**src/rtl/regwr_scoreboard_if.sv**
```systemverilog
// rtl/regwr_scoreboard_if.sv - writeback/issue bundle between datapath and the write scoreboard
interface regwr_scoreboard_if #(
  parameter int AW = 5
);
  localparam int NR = 1 << AW;

  logic          we;
  logic [AW-1:0] waddr;
  logic          iss_valid;
  logic [AW-1:0] iss_addr;
  logic [AW-1:0] rs1_addr;
  logic [AW-1:0] rs2_addr;
  logic          stall;
  logic [NR-1:0] decoderout;
  logic [NR-1:0] busy;
  logic [AW:0]   pending;
  logic          err;

  modport master (
    output we, waddr, iss_valid, iss_addr, rs1_addr, rs2_addr,
    input  stall, decoderout, busy, pending, err
  );

  modport slave (
    input  we, waddr, iss_valid, iss_addr, rs1_addr, rs2_addr,
    output stall, decoderout, busy, pending, err
  );
endinterface

```
**src/rtl/regwr_scoreboard.sv**
```systemverilog
// rtl/regwr_scoreboard.sv - registered one-hot write strobe plus pending-write hazard scoreboard
module regwr_scoreboard #(
  parameter int AW       = 5,
  parameter bit ZERO_REG = 1'b1
) (
  input  logic               clk,
  input  logic               rst,
  regwr_scoreboard_if.slave  bus
);
  localparam int NR = 1 << AW;

  logic [NR-1:0] r_busy;
  logic [NR-1:0] r_dec;
  logic [AW:0]   r_pending;
  logic          r_err;

  logic          w_h_rs1;
  logic          w_h_rs2;
  logic          w_h_iss;
  logic          w_stall;
  logic          w_accept;
  logic          w_wb_live;
  logic [NR-1:0] w_set;
  logic [NR-1:0] w_clr;
  logic [NR-1:0] w_busy_nxt;
  logic [AW:0]   w_cnt;

  function automatic logic is_zero_reg(input logic [AW-1:0] a);
    return ZERO_REG && (a == '0);
  endfunction

  always_comb begin
    w_h_rs1   = r_busy[bus.rs1_addr] & ~is_zero_reg(bus.rs1_addr);
    w_h_rs2   = r_busy[bus.rs2_addr] & ~is_zero_reg(bus.rs2_addr);
    w_h_iss   = r_busy[bus.iss_addr] & ~is_zero_reg(bus.iss_addr);
    w_stall   = bus.iss_valid & (w_h_rs1 | w_h_rs2 | w_h_iss);
    w_accept  = bus.iss_valid & ~w_stall;
    w_wb_live = bus.we & ~is_zero_reg(bus.waddr);

    w_set = '0;
    w_clr = '0;
    if (w_accept && !is_zero_reg(bus.iss_addr)) w_set[bus.iss_addr] = 1'b1;
    if (w_wb_live) w_clr[bus.waddr] = 1'b1;

    // Set is applied after clear so an issue wins over a same-cycle writeback
    w_busy_nxt = (r_busy & ~w_clr) | w_set;

    w_cnt = '0;
    for (int i = 0; i < NR; i++) begin
      w_cnt = w_cnt + {{AW{1'b0}}, w_busy_nxt[i]};
    end
  end

  always_ff @(posedge clk) begin
    if (rst) begin
      r_busy    <= '0;
      r_dec     <= '0;
      r_pending <= '0;
      r_err     <= 1'b0;
    end else begin
      r_busy    <= w_busy_nxt;
      r_dec     <= w_clr;
      r_pending <= w_cnt;
      if (w_wb_live && !r_busy[bus.waddr]) r_err <= 1'b1;
    end
  end

  assign bus.stall      = w_stall;
  assign bus.decoderout = r_dec;
  assign bus.busy       = r_busy;
  assign bus.pending    = r_pending;
  assign bus.err        = r_err;
endmodule

```
**src/flat_wrapper.sv**
```systemverilog
// flat-port wrapper written by rule: the top's interface ports become plain ports
module regwr_scoreboard_flat 
#(
  parameter int AW       = 5,
  parameter bit ZERO_REG = 1'b1
)
  (clk, rst, bus_we, bus_waddr, bus_iss_valid, bus_iss_addr, bus_rs1_addr, bus_rs2_addr, bus_stall, bus_decoderout, bus_busy, bus_pending, bus_err);
  regwr_scoreboard_if #(.AW(AW)) bus_i ();
  input  logic clk;
  input  logic rst;
  input wire logic [$bits(bus_i.we)-1:0] bus_we;
  input wire logic [$bits(bus_i.waddr)-1:0] bus_waddr;
  input wire logic [$bits(bus_i.iss_valid)-1:0] bus_iss_valid;
  input wire logic [$bits(bus_i.iss_addr)-1:0] bus_iss_addr;
  input wire logic [$bits(bus_i.rs1_addr)-1:0] bus_rs1_addr;
  input wire logic [$bits(bus_i.rs2_addr)-1:0] bus_rs2_addr;
  output wire logic [$bits(bus_i.stall)-1:0] bus_stall;
  output wire logic [$bits(bus_i.decoderout)-1:0] bus_decoderout;
  output wire logic [$bits(bus_i.busy)-1:0] bus_busy;
  output wire logic [$bits(bus_i.pending)-1:0] bus_pending;
  output wire logic [$bits(bus_i.err)-1:0] bus_err;
  assign bus_i.we = bus_we;
  assign bus_i.waddr = bus_waddr;
  assign bus_i.iss_valid = bus_iss_valid;
  assign bus_i.iss_addr = bus_iss_addr;
  assign bus_i.rs1_addr = bus_rs1_addr;
  assign bus_i.rs2_addr = bus_rs2_addr;
  assign bus_stall = bus_i.stall;
  assign bus_decoderout = bus_i.decoderout;
  assign bus_busy = bus_i.busy;
  assign bus_pending = bus_i.pending;
  assign bus_err = bus_i.err;
  regwr_scoreboard #(.AW(AW), .ZERO_REG(ZERO_REG)) u_core (.clk(clk), .rst(rst), .bus(bus_i));
endmodule
```
**config.mk**
```make
export PLATFORM = sky130hd
export DESIGN_NAME = regwr_scoreboard_flat
export DESIGN_NICKNAME = d
export VERILOG_FILES = /design/src/rtl/regwr_scoreboard_if.sv /design/src/rtl/regwr_scoreboard.sv /design/src/flat_wrapper.sv
export SDC_FILE = /design/constraint.sdc
export NUM_CORES = 1
export LEC_CHECK = 0
export ABC_AREA = 1
export BUFFER_PORTS_ARGS = -buffer_cell sky130_fd_sc_hd__buf_2
export CAP_MARGIN = 20
export CORE_AREA = 4 4 107 109
export DETAILED_ROUTE_END_ITERATION = 10
export DIE_AREA = 0 0 111 113
export GPL_ROUTABILITY_DRIVEN = 0
export PLACE_DENSITY = 0.71
export REMOVE_ABC_BUFFERS = 1
export SLEW_MARGIN = 20
export SYNTH_ARGS = -nofsm -noshare
export SYNTH_HDL_FRONTEND = slang
export SYNTH_SLANG_ARGS = --single-unit
```
**constraint.sdc**
```tcl
create_clock -name clk -period 18.6 [get_ports clk]
set_input_delay 2.79 -clock clk [delete_from_list [all_inputs] [get_ports clk]]
set_output_delay 2.79 -clock clk [all_outputs]
set_load 0.02 [all_outputs]
```
### Word level (Yosys, flattened, before mapping)

Index checks and enable logic that the tools add are counted.

* ROM bits: 0
* bits in latches: 0
* memories: 0
* bits of input ports: 24
* output and inout bits: 72
* RAM bits: 0
* register bits after elaboration: 71
* logic and storage cells: 81

* muxes and demuxes: 14
* add/sub/neg operators: 31
* div/mod/pow operators: 0
* bitwise gates (word level): 16
* magnitude comparators: 6
* multipliers: 0
* reductions and logical operators: 10
* shift operators: 0
* equal/unequal tests: 0

Operators by type and width (count)
* adder 6 x 1 -> 6 bit: 30
* two-way mux 32 bit: 2
* AND 32 bit: 1
* inverter 32 bit: 1
* OR 32 bit: 1
* < comparator 5 x 6 -> 1 bit, second input constant: 4
* binary-select mux 1 bit (select 5 bit): 4
* logical NOT 5 bit: 4
* demux 1 bit (select 5 bit): 2
* >= comparator 5 x 1 -> 1 bit, second input constant: 2
* AND 1 bit: 6
* two-way mux 1 bit: 6
* inverter 1 bit: 5
* logical AND 1 bit: 4
* adder 1 x 1 -> 2 bit: 1
* logical NOT 1 bit: 2
* OR 1 bit: 2

### Depth between registers and ports, before layout

* depth in word-level cells: 42
* gate-level depth with buffers: 33
* depth with buffers taken out: 31

### Worst setup path before layout

OpenSTA, ideal clock, no wires.

* path kind: input-to-reg
* start: input bus_rs1_addr[0]
* end: register u_core.r_pending[4] (netlist: u_core.bus.pending[4])
* required time: 18526 ps
* setup time: 74 ps
* path slack: 9885 ps
* arrival: 8642 ps
* buffers on the path: 3
* stages on the path: 29
* cell sequence: buf_4 buf_6 o211ai_1 nand3_1 nand3_1 nand2_1 nand2_1 nand2_1 nor2_4 buf_6 nand4_2 nand2_1 ha_1 fa_1 inv_1 fa_1 inv_1 fa_1 inv_1 fa_1 inv_1 fa_1 fa_1 fa_1 inv_1 fa_1 o21a_1 or2_2 a21oi_1

* word-level cells in the longest chain between the ends: 42
* elaborated cells on any way between the ends: 44
* classes of those cells: add/sub: 31; mux: 3; bitwise: 8; reduce/logical: 2

Ends and longest elaborated chain
* start: declaration: RTL line flat_wrapper.sv:15 `input wire logic [$bits(bus_i.rs1_addr)-1:0] bus_rs1_addr;`
* binary-select mux 1 bit (select 5 bit) / logical NOT 5 bit (equally long branches): RTL line regwr_scoreboard.sv:33, regwr_scoreboard.sv:29
* two-way mux 1 bit (implied by the code) / inverter 1 bit (equally long branches): RTL line regwr_scoreboard.sv:33 `w_h_rs1 = r_busy[bus.rs1_addr] & ~is_zero_reg(bus.rs1_addr);`
* AND 1 bit *: RTL line regwr_scoreboard.sv:33
* OR 1 bit * (2 in series): RTL line regwr_scoreboard.sv:36 `w_stall = bus.iss_valid & (w_h_rs1 | w_h_rs2 | w_h_iss);`
* AND 1 bit *: RTL line regwr_scoreboard.sv:36
* inverter 1 bit *: RTL line regwr_scoreboard.sv:37 `w_accept = bus.iss_valid & ~w_stall;`
* AND 1 bit *: RTL line regwr_scoreboard.sv:37
* logical AND 1 bit *: RTL line regwr_scoreboard.sv:42 `if (w_accept && !is_zero_reg(bus.iss_addr)) w_set[bus.iss_addr] = 1'b1;`
* two-way mux 32 bit *: RTL line regwr_scoreboard.sv:42
* OR 32 bit *: RTL line regwr_scoreboard.sv:46 `w_busy_nxt = (r_busy & ~w_clr) | w_set;`
* via u_core.w_busy_nxt[1]: RTL line regwr_scoreboard.sv:25 `logic [NR-1:0] w_busy_nxt;`
* adder 1 x 1 -> 2 bit *: RTL line regwr_scoreboard.sv:50 `w_cnt = w_cnt + {{AW{1'b0}}, w_busy_nxt[i]};`
* adder 6 x 1 -> 6 bit * (30 in series): RTL line regwr_scoreboard.sv:50
* end signal: assignment: RTL line regwr_scoreboard.sv:63 `r_pending <= w_cnt;`
* end: declaration: RTL line regwr_scoreboard.sv:14 `logic [AW:0] r_pending;`

Mark *: on every way through the listed nets, which the timed path passes. The rest lies on a longest branch. The select of a mux whose other input is x is not followed.
A chain may end at the register's enable or synchronous reset.

### Final worst setup path

* start: input bus_iss_addr[0]
* end: register u_core.r_pending[4] (netlist: u_core.bus.pending[4])

* word-level cells in the longest chain between the ends: 41
* elaborated cells on any way between the ends: 49
* classes of those cells: add/sub: 31; order compare: 2; mux: 5; bitwise: 7; reduce/logical: 4

Ends and longest elaborated chain
* start: declaration: RTL line flat_wrapper.sv:14 `input wire logic [$bits(bus_i.iss_addr)-1:0] bus_iss_addr;`
* binary-select mux 1 bit (select 5 bit) / logical NOT 5 bit (equally long branches): RTL line regwr_scoreboard.sv:35, regwr_scoreboard.sv:29
* two-way mux 1 bit (implied by the code) / inverter 1 bit (equally long branches): RTL line regwr_scoreboard.sv:35 `w_h_iss = r_busy[bus.iss_addr] & ~is_zero_reg(bus.iss_addr);`
* AND 1 bit: RTL line regwr_scoreboard.sv:35
* OR 1 bit: RTL line regwr_scoreboard.sv:36
* AND 1 bit: RTL line regwr_scoreboard.sv:36
* inverter 1 bit: RTL line regwr_scoreboard.sv:37
* AND 1 bit: RTL line regwr_scoreboard.sv:37
* logical AND 1 bit: RTL line regwr_scoreboard.sv:42
* two-way mux 32 bit *: RTL line regwr_scoreboard.sv:42
* OR 32 bit *: RTL line regwr_scoreboard.sv:46
* via u_core.w_busy_nxt[1]: RTL line regwr_scoreboard.sv:25
* adder 1 x 1 -> 2 bit *: RTL line regwr_scoreboard.sv:50
* adder 6 x 1 -> 6 bit * (30 in series): RTL line regwr_scoreboard.sv:50

Marked as above.

==> results.md <==
Timing:
- Setup repair after global routing left no endpoint under its margin.
- The final setup TNS is 0 ns.
- The max-slew violation count was 0.
- Dividing the final minimum period by the clock period gives 0.511.
- For the pin with the worst max-slew slack, the measured transition is 0.855 ns.
- Setup violations remaining at the end of the flow were counted as 0.
- The clock skew after layout is 0.0134 ns.
- The shortest period the worst path allows is 9.50 ns.
- Timing would allow up to 0.105 GHz.
- The worst pin sits at a relative slew slack of 0.429.
- The number of hold violations in the final report is 0.

CTS:
- The post-cts repair resize count is 0.
- Counting along the longest clock path gives a buffer depth of 2.
- For the worst-skew pair, the clock arrives at the later sink with an insertion delay of 0.37 ns.
- The sink count of the clock tree is 71.
- TritonCTS built the clock tree.
- In this run, CTS created clock tree buffers numbering 9.
- The H-tree was split into 3 levels.
- CTS placed an instance of sky130_fd_sc_hd__clkbuf_8 at the clock tree root.
- The buffers inserted during post-CTS setup optimization is 0.
- The number of hold buffers added after CTS was 0.
- Clock-pin slew was measured on the worst setup and hold paths at 0.09 ns.

Global route:
- In the global route stage, met2 resource usage came out at 0.412.
- The initial antenna violation count came to 0.
- The via count of the first global-routing pass was 4988.
- The layer flagged by global routing as most heavily used is met2.
- The global-route wire length before repair is 25800 um.
- The leftover overflow at the end of global routing is 0.
- The largest net degree at the start of global routing is around 70.
- The global-route track usage on met3 is 0.0594.
- For this run, the total global-route usage over all layers was measured as 0.258.
- The met1 track demand over resource in global routing is 0.332.

Worst setup path:
- The startpoint class of the critical path is a primary input.
- The number of buffers and inverters on the critical path is 7.
- The setup slack of the most critical reg-to-reg path is 11.57 ns.
- The worst setup path is captured at a flip-flop.
- The library cell contributing the largest single delay on the critical path is sky130_fd_sc_hd__nor2_4.
- The maximum fanout along the worst path is 32.
- The family of cells with the greatest summed delay on the critical path is adder cells.
- Data on the critical path is required at its endpoint by 18.90 ns.
- Data arrives at the worst endpoint at about 9.8 ns.
- Among the stages of the critical path, the cell type that occurs most often is sky130_fd_sc_hd__fa_1.
- The critical path in this run is classified as primary input to flip-flop.
- The stage delay of the slowest cell on the critical path is 0.65 ns.

Synthesis:
- In the post-synthesis netlist, the biggest area contributors are sky130_fd_sc_hd__dfxtp_1, sky130_fd_sc_hd__nand2_1, sky130_fd_sc_hd__fa_1, sky130_fd_sc_hd__inv_1, sky130_fd_sc_hd__nor2_1.
- The count of unique library cells instantiated by Yosys is 36.
- By instance count, the leading cell after synthesis is sky130_fd_sc_hd__nand2_1.
- The area share of the leading cell type in the synthesized netlist is 0.278.
- Dividing the synthesized area by the synthesized cell count gives between 6 and 7 um^2.
- For this run, the register share of the synthesized area comes to 0.278.
- The count of synthesis-stage warnings from yosys is 0.
- For this run, the leading register cell type out of synthesis is sky130_fd_sc_hd__dfxtp_1.
- The count of flip-flops with a built-in enable after synthesis is 0.
- The post-synthesis register bit count is 71.
- The post-synthesis async set-or-reset flop share is 0.
- The cell count after synthesis is 736.
- The most area-hungry cell type in the Yosys netlist is sky130_fd_sc_hd__dfxtp_1.
- Sorting the synthesized cells by how often they occur yields sky130_fd_sc_hd__nand2_1, sky130_fd_sc_hd__inv_1, sky130_fd_sc_hd__dfxtp_1.
- After synthesis the cells add up to 0.00511 mm^2.

Route:
- The number of nets still failing antenna checks after routing is 0.
- The final layout contains routed wiring with a total length of 16100 um.
- The detailed router finished its first iteration with 669 violations.
- The DRC violation count after routing is 0.
- For this block, the via count after detailed routing is 5283.
- Before antenna repair, the detailed router went through 5 iterations.
- Dividing the detail-routed via count by the number of cells gives 5.53.
- The wire length per cell is 16.8 um.

Worst hold path:
- The class of the worst hold path is flip-flop to flip-flop.

Placed design:
- The cell count after placement is 939.
- Port buffering added 95 buffers.
- Summed over all nets, the half-perimeter wirelength after detailed placement is ~12000 um.

Die:
- The die outline width is between 100 and 150 um.
- The floorplan step defined a die boundary enclosing 0.0125 mm^2.
- The number of cell rows is 38.
- The initial utilization of the core area, before any placement, comes to 0.482.
- In this run the count of I/O pins placed on the die edge is 96.
- The overall die height is 113 um.
- The core footprint is 0.0106 mm^2.

Finish:
- The number of inserted diodes is 0.
- From synthesis to final layout, the design area changed by 12.2%.
- The footprint of the multi-input gates is 0.00302 mm^2.
- The final layout contains between 800 and 900 nets.
- The layout has 1042 filler cells.
- The sequential standard cell area is 0.00142 mm^2.
- Once layout is complete, the cells apart from fillers number 955.
- In the final layout, the share of cells above drive strength 1 is 0.201.

Run:
- The total of max-cap violations is 0.

Power and ir drop:
- The completed layout was analyzed and its total power is 0.340 mW.
- Dividing total power by cell area gives a power density of 59.4 mW/mm^2.
- The leakage power figure is 3.03 nW.
- VDD sags by at most around 0.031 mV.

Status:
- The flow ran to the end, and the final reports show no timing, DRC or antenna violations.
logic make-up after synthesis:
kind of cell	after synthesis	synth area share
xor gates and xnor gates	1	0.00171
and+or+nand+nor	367	0.331
adders and majority gates	32	0.114
AOI/OAI and AO/OA	116	0.144
other	1	0.000734
DFF	71	0.278
buffers and inverters	148	0.131
routing by layer:
layer	share of wire	up-vias
li1	-	2513
met1	0.40	2370
met2	0.45	337
met3	0.11	63
met4	0.046	0
met5	0	-
sequential cells by signal, summed over array words and instances, names as in the netlist:
| name | flops |
|---|---|
| u_core.bus.decoderout | 32 |
| u_core.bus.busy | 32 |
| u_core.bus.pending | 6 |
| u_core.bus.err | 1 |
final timing paths:
kind	startpoint	to	cells past startpoint
max reg2reg	u_core.bus.busy[21]$_SDFF_PP0_	u_core.bus.pending[4]$_SDFF_PP0_	30
max	bus_iss_addr[0]	u_core.bus.pending[4]$_SDFF_PP0_	30
min	u_core.bus.err$_SDFFE_PP0P_	u_core.bus.err$_SDFFE_PP0P_	2
min reg2reg	u_core.bus.err$_SDFFE_PP0P_	u_core.bus.err$_SDFFE_PP0P_	2
report_power, final:
part	switching (mW)	internal, mW
Clock	0.0733	0.0531
Combinational	0.0430	0.0158
Sequential	0.00140	0.154
through the flow:
stage	util	worst slack, ns	cell area (um^2)	hold slack, ns
after floorplan	-	9.71	4870	0.567
after global placement	0.522	9.02	5540	0.453
after detailed placement	0.522	8.76	5540	0.463
after CTS	0.541	9.15	5730	0.486
after global routing	0.541	8.64	5730	0.510
final	0.541	9.10	5730	0.477
worst reg2reg max path, delay by kind of cell, from the launching register on:
family,cells,cell delay (ns)
AO/OA/AOI/OAI,2,0.33
adder cells (fa/ha/maj),9,3.92
buffers and inverters,7,0.46
flip-flops,1,0.40
AND/OR/NAND/NOR,12,1.86
area by class of cell:
cell class | count | area share
sequential | 71 | 0.248
inverter | 114 | 0.0751
tap | 140 | 0.0305
clock buffer | 9 | 0.0216
multi-input combinational | 517 | 0.527
clock inverter | 7 | 0.0129
timing repair buffer | 97 | 0.0855
cells in the final DEF (no fill, tap or decap), drive strengths merged:
cell type,instances
nor3,41
o22ai,12
a21boi,1
a21oi,36
dfxtp,71
inv,117
a41oi,1
o21a,1
fa,24
nor2,69
xor2,1
o211ai,15
nand2,192
nor3b,1
clkinv,4
buf,97
o21ai,47
clkbuf,9
a221oi,1
a31oi,1
nand4,31
or2,1
nand3,32
ha,8
conb,1
a211oi,1
(Power assumes the default switching activity.)
